===== config.mk =====
export PLATFORM = sky130hd
export DESIGN_NAME = mh_4s2_seq
export DESIGN_NICKNAME = d
export VERILOG_FILES = /design/src/rtl/mh_4s2_seq.sv
export SDC_FILE = /design/constraint.sdc
export NUM_CORES = 1
export LEC_CHECK = 0
export ABC_AREA = 1
export BUFFER_PORTS_ARGS = -buffer_cell sky130_fd_sc_hd__buf_4
export CAP_MARGIN = 20
export CELL_PAD_IN_SITES_DETAIL_PLACEMENT = 2
export CELL_PAD_IN_SITES_GLOBAL_PLACEMENT = 2
export CORE_MARGIN = 10
export CORE_UTILIZATION = 22
export DETAILED_ROUTE_END_ITERATION = 6
export PLACE_DENSITY = 0.77
export SYNTH_ARGS = -nofsm -noshare
export SYNTH_HDL_FRONTEND = slang
export SYNTH_SLANG_ARGS = --single-unit

===== constraint.sdc =====
create_clock -name CLK -period 1.38 [get_ports CLK]
set_clock_uncertainty 0.15 [all_clocks]
set_input_delay 0.138 -clock CLK [delete_from_list [all_inputs] [get_ports CLK]]
set_output_delay 0.138 -clock CLK [all_outputs]
set_load 0.05 [all_outputs]

===== src/rtl/mh_4s2_seq.sv =====
// mh_4s2_seq
// Sequential 4-to-2 priority encoder with sticky request buffering.
// Requests on Y3..Y0 are captured every edge into PEND and issued one at a
// time, highest priority first, as a 2-bit code over a VALID/READY handshake.
//
// Parameters:
//   PRIO_HIGH  1: Y3 highest priority, Y0 lowest; 0: Y0 highest, Y3 lowest
//
// Ports:
//   CLK      in   system clock, rising edge
//   RST_N    in   asynchronous active-low reset
//   Y0..Y3   in   request lines for codes 00..11 (level-sampled)
//   READY    in   consumer accepts {I1,I0} when high together with VALID
//   ERR_CLR  in   synchronous clear of ERR
//   I1, I0   out  issued code (MSB, LSB)
//   VALID    out  {I1,I0} holds an unconsumed code
//   PEND     out  pending-request register, bit n = Yn
//   ERR      out  sticky non-one-hot flag
//
// Build option:
//   MH_4S2_ONEHOT_CHK_EN  defined: one-hot checker drives ERR.
//                         undefined: ERR tied low, ERR_CLR ignored.

module mh_4s2_seq #(
    parameter int PRIO_HIGH = 1
) (
    input  logic       CLK,
    input  logic       RST_N,
    input  logic       Y0,
    input  logic       Y1,
    input  logic       Y2,
    input  logic       Y3,
    input  logic       READY,
    input  logic       ERR_CLR,
    output logic       I1,
    output logic       I0,
    output logic       VALID,
    output logic [3:0] PEND,
    output logic       ERR
);

    typedef enum logic {
        IDLE = 1'b0,
        HOLD = 1'b1
    } state_t;

    state_t     state;
    logic [3:0] req;
    logic [3:0] grant;
    logic [1:0] grant_idx;
    logic       load;

    always_comb begin
        req  = {Y3, Y2, Y1, Y0};
        // The output slot is free when empty or being accepted this edge.
        load = ((state == IDLE) || READY) && (PEND != '0);

        grant_idx = '0;
        if (PRIO_HIGH != 0) begin
            if (PEND[3])      grant_idx = 2'd3;
            else if (PEND[2]) grant_idx = 2'd2;
            else if (PEND[1]) grant_idx = 2'd1;
            else              grant_idx = 2'd0;
        end else begin
            if (PEND[0])      grant_idx = 2'd0;
            else if (PEND[1]) grant_idx = 2'd1;
            else if (PEND[2]) grant_idx = 2'd2;
            else              grant_idx = 2'd3;
        end

        grant = load ? (4'b0001 << grant_idx) : '0;
    end

    assign VALID = (state == HOLD);

    always_ff @(posedge CLK or negedge RST_N) begin
        if (!RST_N) begin
            state <= IDLE;
            PEND  <= '0;
            I1    <= 1'b0;
            I0    <= 1'b0;
        end else begin
            // New requests are OR-ed in after the grant is removed, so a
            // request arriving on its own grant edge stays pending.
            PEND <= (PEND & ~grant) | req;
            case (state)
                IDLE: begin
                    if (load) begin
                        state    <= HOLD;
                        {I1, I0} <= grant_idx;
                    end
                end
                HOLD: begin
                    if (READY) begin
                        if (load) begin
                            {I1, I0} <= grant_idx;
                        end else begin
                            state <= IDLE;
                        end
                    end
                end
                default: state <= IDLE;
            endcase
        end
    end

`ifdef MH_4S2_ONEHOT_CHK_EN
    logic multi_req;

    // More than one bit set: clearing the lowest set bit leaves something.
    assign multi_req = ((req & (req - 4'd1)) != '0);

    always_ff @(posedge CLK or negedge RST_N) begin
        if (!RST_N) begin
            ERR <= 1'b0;
        end else if (multi_req) begin
            ERR <= 1'b1;
        end else if (ERR_CLR) begin
            ERR <= 1'b0;
        end
    end
`else
    logic unused_err_clr;

    assign unused_err_clr = ERR_CLR;
    assign ERR            = 1'b0;
`endif

endmodule


==> metrics.log, run 1 <==
[metrics] multi-input combinational cell area: 123.9 µm²
[metrics] number of global-route vias before repair: 320
[metrics] critical path buffer and inverter count: 1
[metrics] unrepaired setup endpoints after global routing: false
[metrics] CTS H-tree lvls: 1
[metrics] max-cap check violation count: 0
[metrics] mean instance size in the synthesized netlist: between 9 and 10 µm²
[metrics] largest net degree at the start of global routing: 8
[metrics] most instantiated cells after synthesis: dfrtp_1 (7), nand2_1 (6), inv_1 (5), nand3_1 (3)
[metrics] sort of element at the end of the critical path: output pin
[metrics] met2 global-route usage: under 10%
[metrics] layout-stage area growth over the synthesis result: 56.92%
[metrics] core occupancy in the finished layout: a little under two fifths
[metrics] fmax: between 0.8 and 0.9 GHz
[metrics] Synth warnings: 0
[metrics] # fillers: 161
[metrics] static leakage: roughly 0.25 nW
[metrics] total setup violations reported at the end of the flow: 0
[metrics] met1 demand-to-capacity share in global routing: 4.606%
[metrics] Ports: 16
[metrics] sum of overflow across all layers after global routing: 0
[metrics] clock network latency to the later pin of the worst-skew pair: 0.25 ns
[metrics] fraction of registers with async set/reset: 100.0%
[metrics] first-pass GRT wire length: between 1000 and 1500 µm
[metrics] biggest area consumer among synthesized cells: dfrtp_1
[metrics] Mapped Area: roughly 330 µm²
[metrics] clock slew at the register clock pins of the worst setup and hold paths: about 0.05 ns
[metrics] minimum clock period after layout: between 1 and 1.5 ns
[metrics] total global routing track utilization: between 6 and 7%
[metrics] initial antenna violation count: 0
[metrics] Final Hold Fails: 0
[metrics] DRC violation count after routing: 0
[metrics] maximum fanout along the worst path: 5
[metrics] Via Count: about 300
[metrics] type of the most critical hold path: input pin to register
[metrics] routed len/inst: about 12 µm
[metrics] global routing met3 resource utilization: ~5.6%
[metrics] std cell rows: 13
[metrics] post-synthesis sequential area ratio: a little over half
[metrics] Routed Antenna Nets: 0
[metrics] TritonCTS clock tree: built
[metrics] final cell area excluding filler cells: between 500 and 600 µm²
[metrics] wire length after detailed routing: 880 µm
[metrics] Die W: ~58 µm
[metrics] placer congestion estimate: 0.6606
[metrics] CP max stage cell: dfrtp_1
[metrics] maximum vdd drop: between 0.4 and 0.5 mV
[metrics] number of slew-limit violations in the final report: 0
[metrics] Floorplan Core Area: 1350 µm²
[metrics] Crit path largest cell delay: 0.44 ns
[metrics] die span in y: between 50 and 60 µm
[metrics] most numerous cell in the Yosys netlist: dfrtp_1
[metrics] count of clock tree sinks: 7
[metrics] total die area: 3417 µm²
[metrics] worst hold margin: between 0.06 and 0.07 ns
[metrics] Buffers on Ports: 13
[metrics] Final #Nets: between 60 and 70
[metrics] non-filler cells in the finished layout: approximately 70
[metrics] gate family responsible for the most delay along the worst path: flip-flops
[metrics] post-synthesis instance total: 35
[metrics] placed instance count: between 60 and 70
[metrics] cell area power density: roughly 1000 nW/µm²
[metrics] first-pass iteration count of the detailed router: 1
[metrics] result of the run: finished, final reports clean
[metrics] Starting Density: between 20% and 30%
[metrics] number of different library cells in the post-synthesis netlist: 15
[metrics] routed vias/inst: 4.239
[metrics] number of flops mapped to enable cells by yosys: 0
[metrics] area of all sequential standard cells: roughly 180 µm²
[metrics] final setup TNS: 0 ns
[metrics] clock root buffer: clkbuf_4
[metrics] number of CTS-inserted buffers: 3
[metrics] Placed Area: between 400 and 500 µm²
[metrics] layout cell share with drive strength beyond 1: between 30% and 40%
[metrics] critical path type: register to output pin
[metrics] post-detailed-placement half-perimeter wirelength: around 690 µm
[metrics] buffer levels on the longest clock path: 2
[metrics] net count after synthesis: 43
[metrics] cell chain of the critical path: buf_4
[metrics] #FFs+latches synth: 7
[metrics] final worst-path cycle share: 87.92%
[metrics] data arrival time of the worst path: roughly 0.93 ns
[metrics] most area-consuming cells after synthesis: dfrtp_1 (54%), nand2_1 (6.9%), nand2_4 (6.9%)
[metrics] share of the synthesized area in the top cell type: 53.85%
[metrics] highest-utilization routing layer at the global route stage: met2
[metrics] ANT cells: 0
[metrics] Data required, critical path: ~1.1 ns
[metrics] most used flip-flop cell after synthesis: dfrtp_1
[metrics] kind of start point of the critical path: register
[metrics] 1st-iter DRT viols: 0
[metrics] number of buffers added for setup after CTS: 0
layout make-up:
cell class / count / area share [%]
repair buffers: 18 / 28.92
well taps: 15 / 3.676
multi-input cells: 22 / 24.26
clock buffers: 4 / 5.147
inverters: 5 / 3.676
flip-flops and latches: 7 / 34.31
cells in the final DEF, fill, tap and decap left out, types with 2 or more instances in the layout:
| cell | synthesis | final |
|---|---|---|
| buf_4 | 1 | 13 |
| dfrtp_1 | 7 | 7 |
| nand2_1 | 6 | 6 |
| inv_1 | 5 | 5 |
| dlygate4sd3_1 | 0 | 5 |
| nand3_1 | 3 | 3 |
| clkbuf_4 | 0 | 3 |
| nand2_4 | 2 | 2 |
| a21oi_1 | 2 | 2 |
| o21ai_1 | 2 | 2 |
through the flow:
step | power (mW) | setup slack (ns)
6_report | 0.5270 | 0.1667
5_1_grt | 0.5655 | 0.1100
4_1_cts | 0.5418 | 0.1440
3_5_place_dp | 0.3328 | 0.2425
3_3_place_gp | 0.3299 | 0.2703
2_1_floorplan | 0.2943 | 0.03253
worst paths after layout:
kind / from / to / slack (ns) / cells after the start
worst max-delay path: PEND[3] / PEND[3] / 0.17 / 1
worst min-delay path: READY / PEND[3] / 0.07 / 4
worst max register to register: PEND[3] / I1 / 0.26 / 5
worst min register to register: I0 / I0 / 0.35 / 2
max in group asynchronous: RST_N / PEND[2] / 0.86 / 2
min in group asynchronous: RST_N / VALID / 0.09 / 2
sequential cells by signal (all words and copies together) (netlist names):
name	flops
VALID	1
I0	1
I1	1
PEND	4
cells by family (layout without fill, tap and decap cells):
group | Yosys count | after routing | synth area share, %
AOI/OAI and AO/OA | 5 | 5 | 8.463
DFF | 7 | 7 | 53.85
buffers and inverters | 6 | 27 | 8.078
and+or+nand+nor | 16 | 16 | 28.46
other | 1 | 1 | 1.153
power by group:
group,switching [mW],internal (mW),total (mW)
combinational,0.0700,0.0431,0.113
sequential,0.00993,0.216,0.226
clock,0.0779,0.110,0.188
layer usage:
layer	share of wire [%]	up-vias
li1	-	148
met1	35	141
met3	13	2
met2	50	10
met4	1.9	0
met5	0	-
repair_timing:
item | in CTS | in global routing
hold buffers | 5 | 0
gates resized for setup | 0 | 0
setup endpoints to repair | 0 | 0
hold endpoints to repair | 11 | 0
Note: power is estimated with default switching activity, not from simulation.
==> run 2, diff against run 1 <==
Settings changed: CORE_UTILIZATION 22 to 24, CTS_BUF_LIST from default to sky130_fd_sc_hd__clkbuf_2 sky130_fd_sc_hd__clkbuf_4 sky130_fd_sc_hd__clkbuf_8, PLACE_DENSITY 0.77 to default, PLACE_DENSITY_LB_ADDON from default to 0.1.
==> run 2 against run 1 <==
Against the previous run: largest power group unchanged; worst hold slack improved by 0.021 ns; clock power increased by 10%; utilization increased by 2.2 points; via count increased by 5.6%; final cell count unchanged; highest routed layer is now met3.
==> metrics.log, run 2 (synthesis gave the netlist of run 1 again) <==
[metrics] TritonCTS clock tree: built
[metrics] Post-Place Setup Slack: roughly 0.24 ns
[metrics] placer congestion estimate: a little over 0.7
[metrics] Buffers on Ports: 13
[metrics] final setup TNS: 0 ns
[metrics] net switching power: between 150 and 200 µW
[metrics] layout-stage area growth over the synthesis result: 58.08%
[metrics] # fillers: 138
[metrics] sum of overflow across all layers after global routing: 0
[metrics] sequential share of power: between 40% and 50%
[metrics] 1st-iter DRT viols: 3
[metrics] initial antenna violation count: 0
[metrics] Floorplan Core Area: ~1300 µm²
[metrics] sw frac: ~29%
[metrics] final worst-path cycle share: approximately nine tenths
[metrics] Final #Nets: 65
[metrics] wire length after detailed routing: between 900 and 1000 µm
[metrics] DRC violation count after routing: 0
[metrics] clock network latency to the later pin of the worst-skew pair: 0.25 ns
[metrics] maximum vdd drop: between 0.3 and 0.4 mV
[metrics] crit path setup slack, layout: 0.1525 ns
[metrics] static leakage: 0.2486 nW
[metrics] count of clock tree sinks: 7
[metrics] Data required, critical path: around 1.1 ns
[metrics] total setup violations reported at the end of the flow: 0
[metrics] clock slew at the register clock pins of the worst setup and hold paths: roughly 0.060 ns
[metrics] number of global-route vias before repair: approximately 380
[metrics] maximum fanout along the worst path: 5
[metrics] Int Pwr: about 400 µW
[metrics] Largest register FFs: 4
[metrics] clock root buffer: clkbuf_4
[metrics] buffer levels on the longest clock path: 2
[metrics] sort of element at the end of the critical path: output pin
[metrics] critical path type: register to output pin
[metrics] post-detailed-placement half-perimeter wirelength: between 700 and 800 µm
[metrics] data arrival time of the worst path: about 0.94 ns
[metrics] CTS H-tree lvls: 1
[metrics] std cell rows: 13
[metrics] routed len/inst: between 10 and 15 µm
[metrics] number of CTS-inserted buffers: 3
[metrics] routed vias/inst: 4.479
[metrics] critical path buffer and inverter count: 1
[metrics] number of slew-limit violations in the final report: 0
[metrics] Crit path largest cell delay: approximately 0.45 ns
[metrics] die span in y: 56.82 µm
[metrics] largest net degree at the start of global routing: 8
[metrics] minimum clock period after layout: around 1.2 ns
[metrics] CP max stage cell: dfrtp_1
[metrics] first-pass GRT wire length: 1766 µm
[metrics] commonest non-fill, non-tap cell in the layout: buf_4
[metrics] type of the most critical hold path: input pin to async pin
[metrics] cell area power density: about 1100 nW/µm²
[metrics] layout cell share with drive strength beyond 1: between 30% and 40%
[metrics] ANT cells: 0
[metrics] Die W: 56.82 µm
[metrics] worst hold margin: 0.08814 ns
[metrics] Reg with most FFs: PEND
[metrics] unrepaired setup endpoints after global routing: false
[metrics] gate family responsible for the most delay along the worst path: flip-flops
[metrics] Starting Density: 25.32%
[metrics] first-pass iteration count of the detailed router: 3
[metrics] number of buffers added for setup after CTS: 0
[metrics] proportion of power drawn by the clock network: 37.8%
[metrics] combinational share of power: between 20% and 30%
[metrics] max-cap check violation count: 0
[metrics] Ports: 16
[metrics] total die area: 3228 µm²
[metrics] cell chain of the critical path: buf_4
[metrics] setup slack on the worst flop-to-flop path: ~0.21 ns
[metrics] top library cells by usage in the layout, fill and taps aside: buf_4 (13), dfrtp_1 (7), nand2_1 (6)
[metrics] kind of start point of the critical path: register
[metrics] Final Hold Fails: 0
[metrics] Via Count: approximately 320
[metrics] fmax: between 0.8 and 0.9 GHz
[metrics] total global routing track utilization: 6.961%
[metrics] result of the run: finished, final reports clean
[metrics] Routed Antenna Nets: 0
## run 2: cell counts in the layout (fill, tap and decap cells not counted)
Identical to the previous run, type by type.
## run 2: metal layers
| metal | vias up | wire length (µm) | track usage [%] |
|---|---|---|---|
| li1 | 150 | - | - |
| met1 | 157 | 392 | 6.468 |
| met2 | 11 | 521 | 12.23 |
| met3 | 0 | 83 | 4.494 |
| met4 | 0 | 0 | 2.013 |
| met5 | - | 0 | 0 |
## run 2: repair_timing
action,4_1_cts,5_1_grt
hold buffers,5,0
endpoints found under the hold margin,11,0
gates resized for setup,0,0
## run 2: final cells by class
class	count	area [µm²]	share of cell area [%]
flip-flops and latches	7	175.2	34.06
inverters	5	18.77	3.650
repair buffers	18	147.6	28.71
well taps	15	18.77	3.650
multi-input cells	22	123.9	24.09
clock buffers	4	30.03	5.839
## run 2: power by group through the flow
stage               Combinational (mW)  Clock [mW]  Sequential (mW)
floorplan                       0.0297           0            0.265
global placement                 0.101           0            0.229
detailed placement               0.105           0            0.230
CTS                              0.116       0.215            0.226
global route                     0.124       0.233            0.228
finish                           0.114       0.207            0.226
## run 2: worst paths after layout
path,startpoint,to,cells after the start
max,PEND[3],PEND[3],1
min,RST_N,VALID,2
max reg2reg,PEND[3],PEND[0],5
min reg2reg,I1,I1,2
max in group asynchronous,RST_N,PEND[2],2
min in group CLK,READY,VALID,4
## run 2: stage by stage
stage,cell area [µm²],util [%],instances,power (mW)
2_1_floorplan,325.3,-,35,0.2943
3_3_place_gp,434.2,33.79,62,0.3297
3_5_place_dp,434.2,33.79,62,0.3345
4_1_cts,514.2,40.02,71,0.5574
5_1_grt,514.2,40.02,71,0.5853
6_report,514.2,40.02,71,0.5476
==> run 3, diff against run 2 <==
Settings changed: ABC_AREA 1 to default, CORE_UTILIZATION 24 to 22, CTS_CLUSTER_DIAMETER from default to 120.
Clock period 1.38 ns to 1 ns, I/O delays scaled along.
==> run 3 against run 2 <==
Against the previous run: the run now ends with negative setup slack left; first-iteration DRC count up 67%; flip-flop and latch count unchanged; count of clock-buffer cells in the layout unchanged; critical path type unchanged; critical endpoint is now PEND[2]; highest routed layer unchanged.
==> metrics.log, run 3 <==
[metrics] Final #Nets: a little under 70
[metrics] max-cap check violation count: 0
[metrics] Final Hold Fails: 0
[metrics] Data required, critical path: approximately 0.75 ns
[metrics] DRC violation count after routing: 0
[metrics] most instantiated cells after synthesis: dfrtp_1 (7), nor2_1 (5), o21ai_0 (4), nand2_1 (2), o21bai_1 (2)
[metrics] CTS H-tree lvls: 1
[metrics] routed vias/inst: 4.527
[metrics] crit path setup slack, layout: -0.1853 ns
[metrics] clock slew at the register clock pins of the worst setup and hold paths: ~0.060 ns
[metrics] layout-stage area growth over the synthesis result: 106.2%
[metrics] Die W: 57.02 µm
[metrics] #FFs+latches synth: 7
[metrics] first-pass GRT wire length: between 1500 and 2000 µm
[metrics] clock root buffer: clkbuf_4
[metrics] type of the most critical hold path: input pin to register
[metrics] kind of start point of the critical path: register
[metrics] buffer levels on the longest clock path: 2
[metrics] fmax: 0.8437 GHz
[metrics] number of different library cells in the post-synthesis netlist: 14
[metrics] critical path type: register to output pin
[metrics] combinational share of power: about a quarter
[metrics] fraction of registers with async set/reset: between 90% and 100%
[metrics] proportion of power drawn by the clock network: a little under two fifths
[metrics] static leakage: just under 0.3 nW
[metrics] layout cell share with drive strength beyond 1: a little over three fifths
[metrics] Int Pwr: around 600 µW
[metrics] initial antenna violation count: 0
[metrics] Via Count: between 300 and 400
[metrics] sw frac: between 30% and 40%
[metrics] most area-consuming cells after synthesis: dfrtp_1 (58%), o21ai_0 (6.6%), nor2_1 (6.2%)
[metrics] global routing met3 resource utilization: roughly 4%
[metrics] clock network latency to the later pin of the worst-skew pair: approximately 0.26 ns
[metrics] Starting Density: between 20% and 30%
[metrics] result of the run: finished with violations
[metrics] post-synthesis sequential area ratio: 58.09%
[metrics] total global routing track utilization: 7.484%
[metrics] biggest area consumer among synthesized cells: dfrtp_1
[metrics] count of clock tree sinks: 7
[metrics] Ports: 16
[metrics] maximum vdd drop: approximately 0.51 mV
[metrics] largest net degree at the start of global routing: 8
[metrics] 1st-iter DRT viols: 5
[metrics] share of the synthesized area in the top cell type: 58.09%
[metrics] Synth warnings: 0
[metrics] die span in y: between 50 and 60 µm
[metrics] TritonCTS clock tree: built
[metrics] Crit path largest cell delay: roughly 0.41 ns
[metrics] Floorplan Core Area: ~1300 µm²
[metrics] CP max stage cell: dfrtp_2
[metrics] highest-utilization routing layer at the global route stage: met2
[metrics] top library cells by usage in the layout, fill and taps aside: buf_4 (13), buf_6 (7), dfrtp_2 (5), dlygate4sd3_1 (5)
[metrics] std cell rows: 13
[metrics] most used flip-flop cell after synthesis: dfrtp_1
[metrics] final setup TNS: -1.474 ns
[metrics] unrepaired setup endpoints after global routing: true
[metrics] Reg with most FFs: PEND
[metrics] sort of element at the end of the critical path: output pin
[metrics] data arrival time of the worst path: around 0.94 ns
[metrics] Buffers on Ports: 13
[metrics] violated checks: negative setup slack
[metrics] final worst-path cycle share: 118.5%
[metrics] number of global-route vias before repair: 425
[metrics] cell area power density: 1343 nW/µm²
[metrics] mean instance size in the synthesized netlist: 10.40 µm²
[metrics] minimum clock period after layout: 1.185 ns
[metrics] net count after synthesis: 37
[metrics] number of flops mapped to enable cells by yosys: 0
[metrics] commonest non-fill, non-tap cell in the layout: buf_4
[metrics] met1 demand-to-capacity share in global routing: between 6 and 7%
[metrics] routed len/inst: between 15 and 20 µm
[metrics] sum of overflow across all layers after global routing: 0
[metrics] net switching power: ~250 µW
[metrics] cell chain of the critical path: buf_6 -> buf_8
[metrics] number of CTS-inserted buffers: 3
[metrics] setup slack on the worst flop-to-flop path: -0.15 ns
[metrics] sequential share of power: a little under two fifths
[metrics] Largest register FFs: 4
[metrics] total design power: approximately 840 µW
[metrics] ANT cells: 0
[metrics] placer congestion estimate: ~0.69
[metrics] number of slew-limit violations in the final report: 0
[metrics] total setup violations reported at the end of the flow: 14
[metrics] met2 global-route usage: between 10% and 20%
[metrics] maximum fanout along the worst path: 2
[metrics] wire length after detailed routing: around 1100 µm
[metrics] Mapped Area: ~300 µm²
[metrics] total die area: 3251 µm²
[metrics] first-pass iteration count of the detailed router: 3
[metrics] post-detailed-placement half-perimeter wirelength: 791.3 µm
[metrics] post-synthesis instance total: 29
[metrics] Routed Antenna Nets: 0
[metrics] most numerous cell in the Yosys netlist: dfrtp_1
[run 3: changes by cell type in the layout (fill, tap and decap cells not counted), moves of 4 or more]
cell / change
nand2_1: -4
buf_6: +7
dfrtp_2: +5
dfrtp_1: -5
inv_1: -4
[run 3: routing by layer]
metal | share of wire, % | vias up
met5 | 0 | -
met4 | 0 | 0
met3 | 9.2 | 0
met2 | 56 | 12
met1 | 34 | 169
li1 | - | 154
[run 3: through the flow]
step / instance area [µm²] / worst slack, ns / utilization [%] / hold WS [ns] / std cells
after floorplan: 307.8 / -0.1783 / - / -0.3456 / 29
after global placement: 439.2 / -0.08941 / 33.75 / -0.2335 / 59
after detailed placement: 439.2 / -0.07769 / 33.75 / -0.2283 / 59
after CTS: 610.6 / -0.1838 / 46.92 / 0.007719 / 73
after global routing: 621.8 / -0.2202 / 47.79 / 0.008680 / 74
final: 621.8 / -0.1853 / 47.79 / 0.008211 / 74
[run 3: layout make-up]
cell class,instances,area [µm²]
clock buffers,4,30.03
fillers,141,679.4
inverters,1,3.754
multi-input cells,20,131.4
flip-flops and latches,7,181.4
well taps,15,18.77
repair buffers,27,256.5
[run 3: worst paths after layout]
path                       startpoint       to  depth (start not counted)
max                           PEND[2]  PEND[2]                          2
min                             READY       I1                          3
max reg2reg                   PEND[3]    VALID                          3
min reg2reg                   PEND[0]    VALID                          2
max in group asynchronous       RST_N  PEND[0]                          2
min in group asynchronous       RST_N       I1                          2
[run 3: cell families after synthesis]
logic type	synth area share (%)
compound gates	16.18
buf+inv	3.734
flops	58.09
other cells	1.244
simple gates	20.75
[run 3: power groups by stage]
stage	registers [mW]	logic, mW	clock network, mW
after floorplan	0.367	0.0336	0
after global placement	0.315	0.148	0
after detailed placement	0.318	0.152	0
after CTS	0.309	0.211	0.315
after global routing	0.311	0.235	0.338
final	0.309	0.219	0.307
[run 3: worst max-delay path, delay by kind of cell (launching register included)]
kind                   cells  cell delay, ns
flip-flops                 1            0.41
buffers and inverters      2            0.26
[run 3: what timing repair did]
action,4_1_cts,5_1_grt
hold buffers,5,0
setup buffers,5,1
endpoints found under the hold margin,11,0
resized for setup,16,1
pin swaps,3,3
setup endpoints to repair,14,14
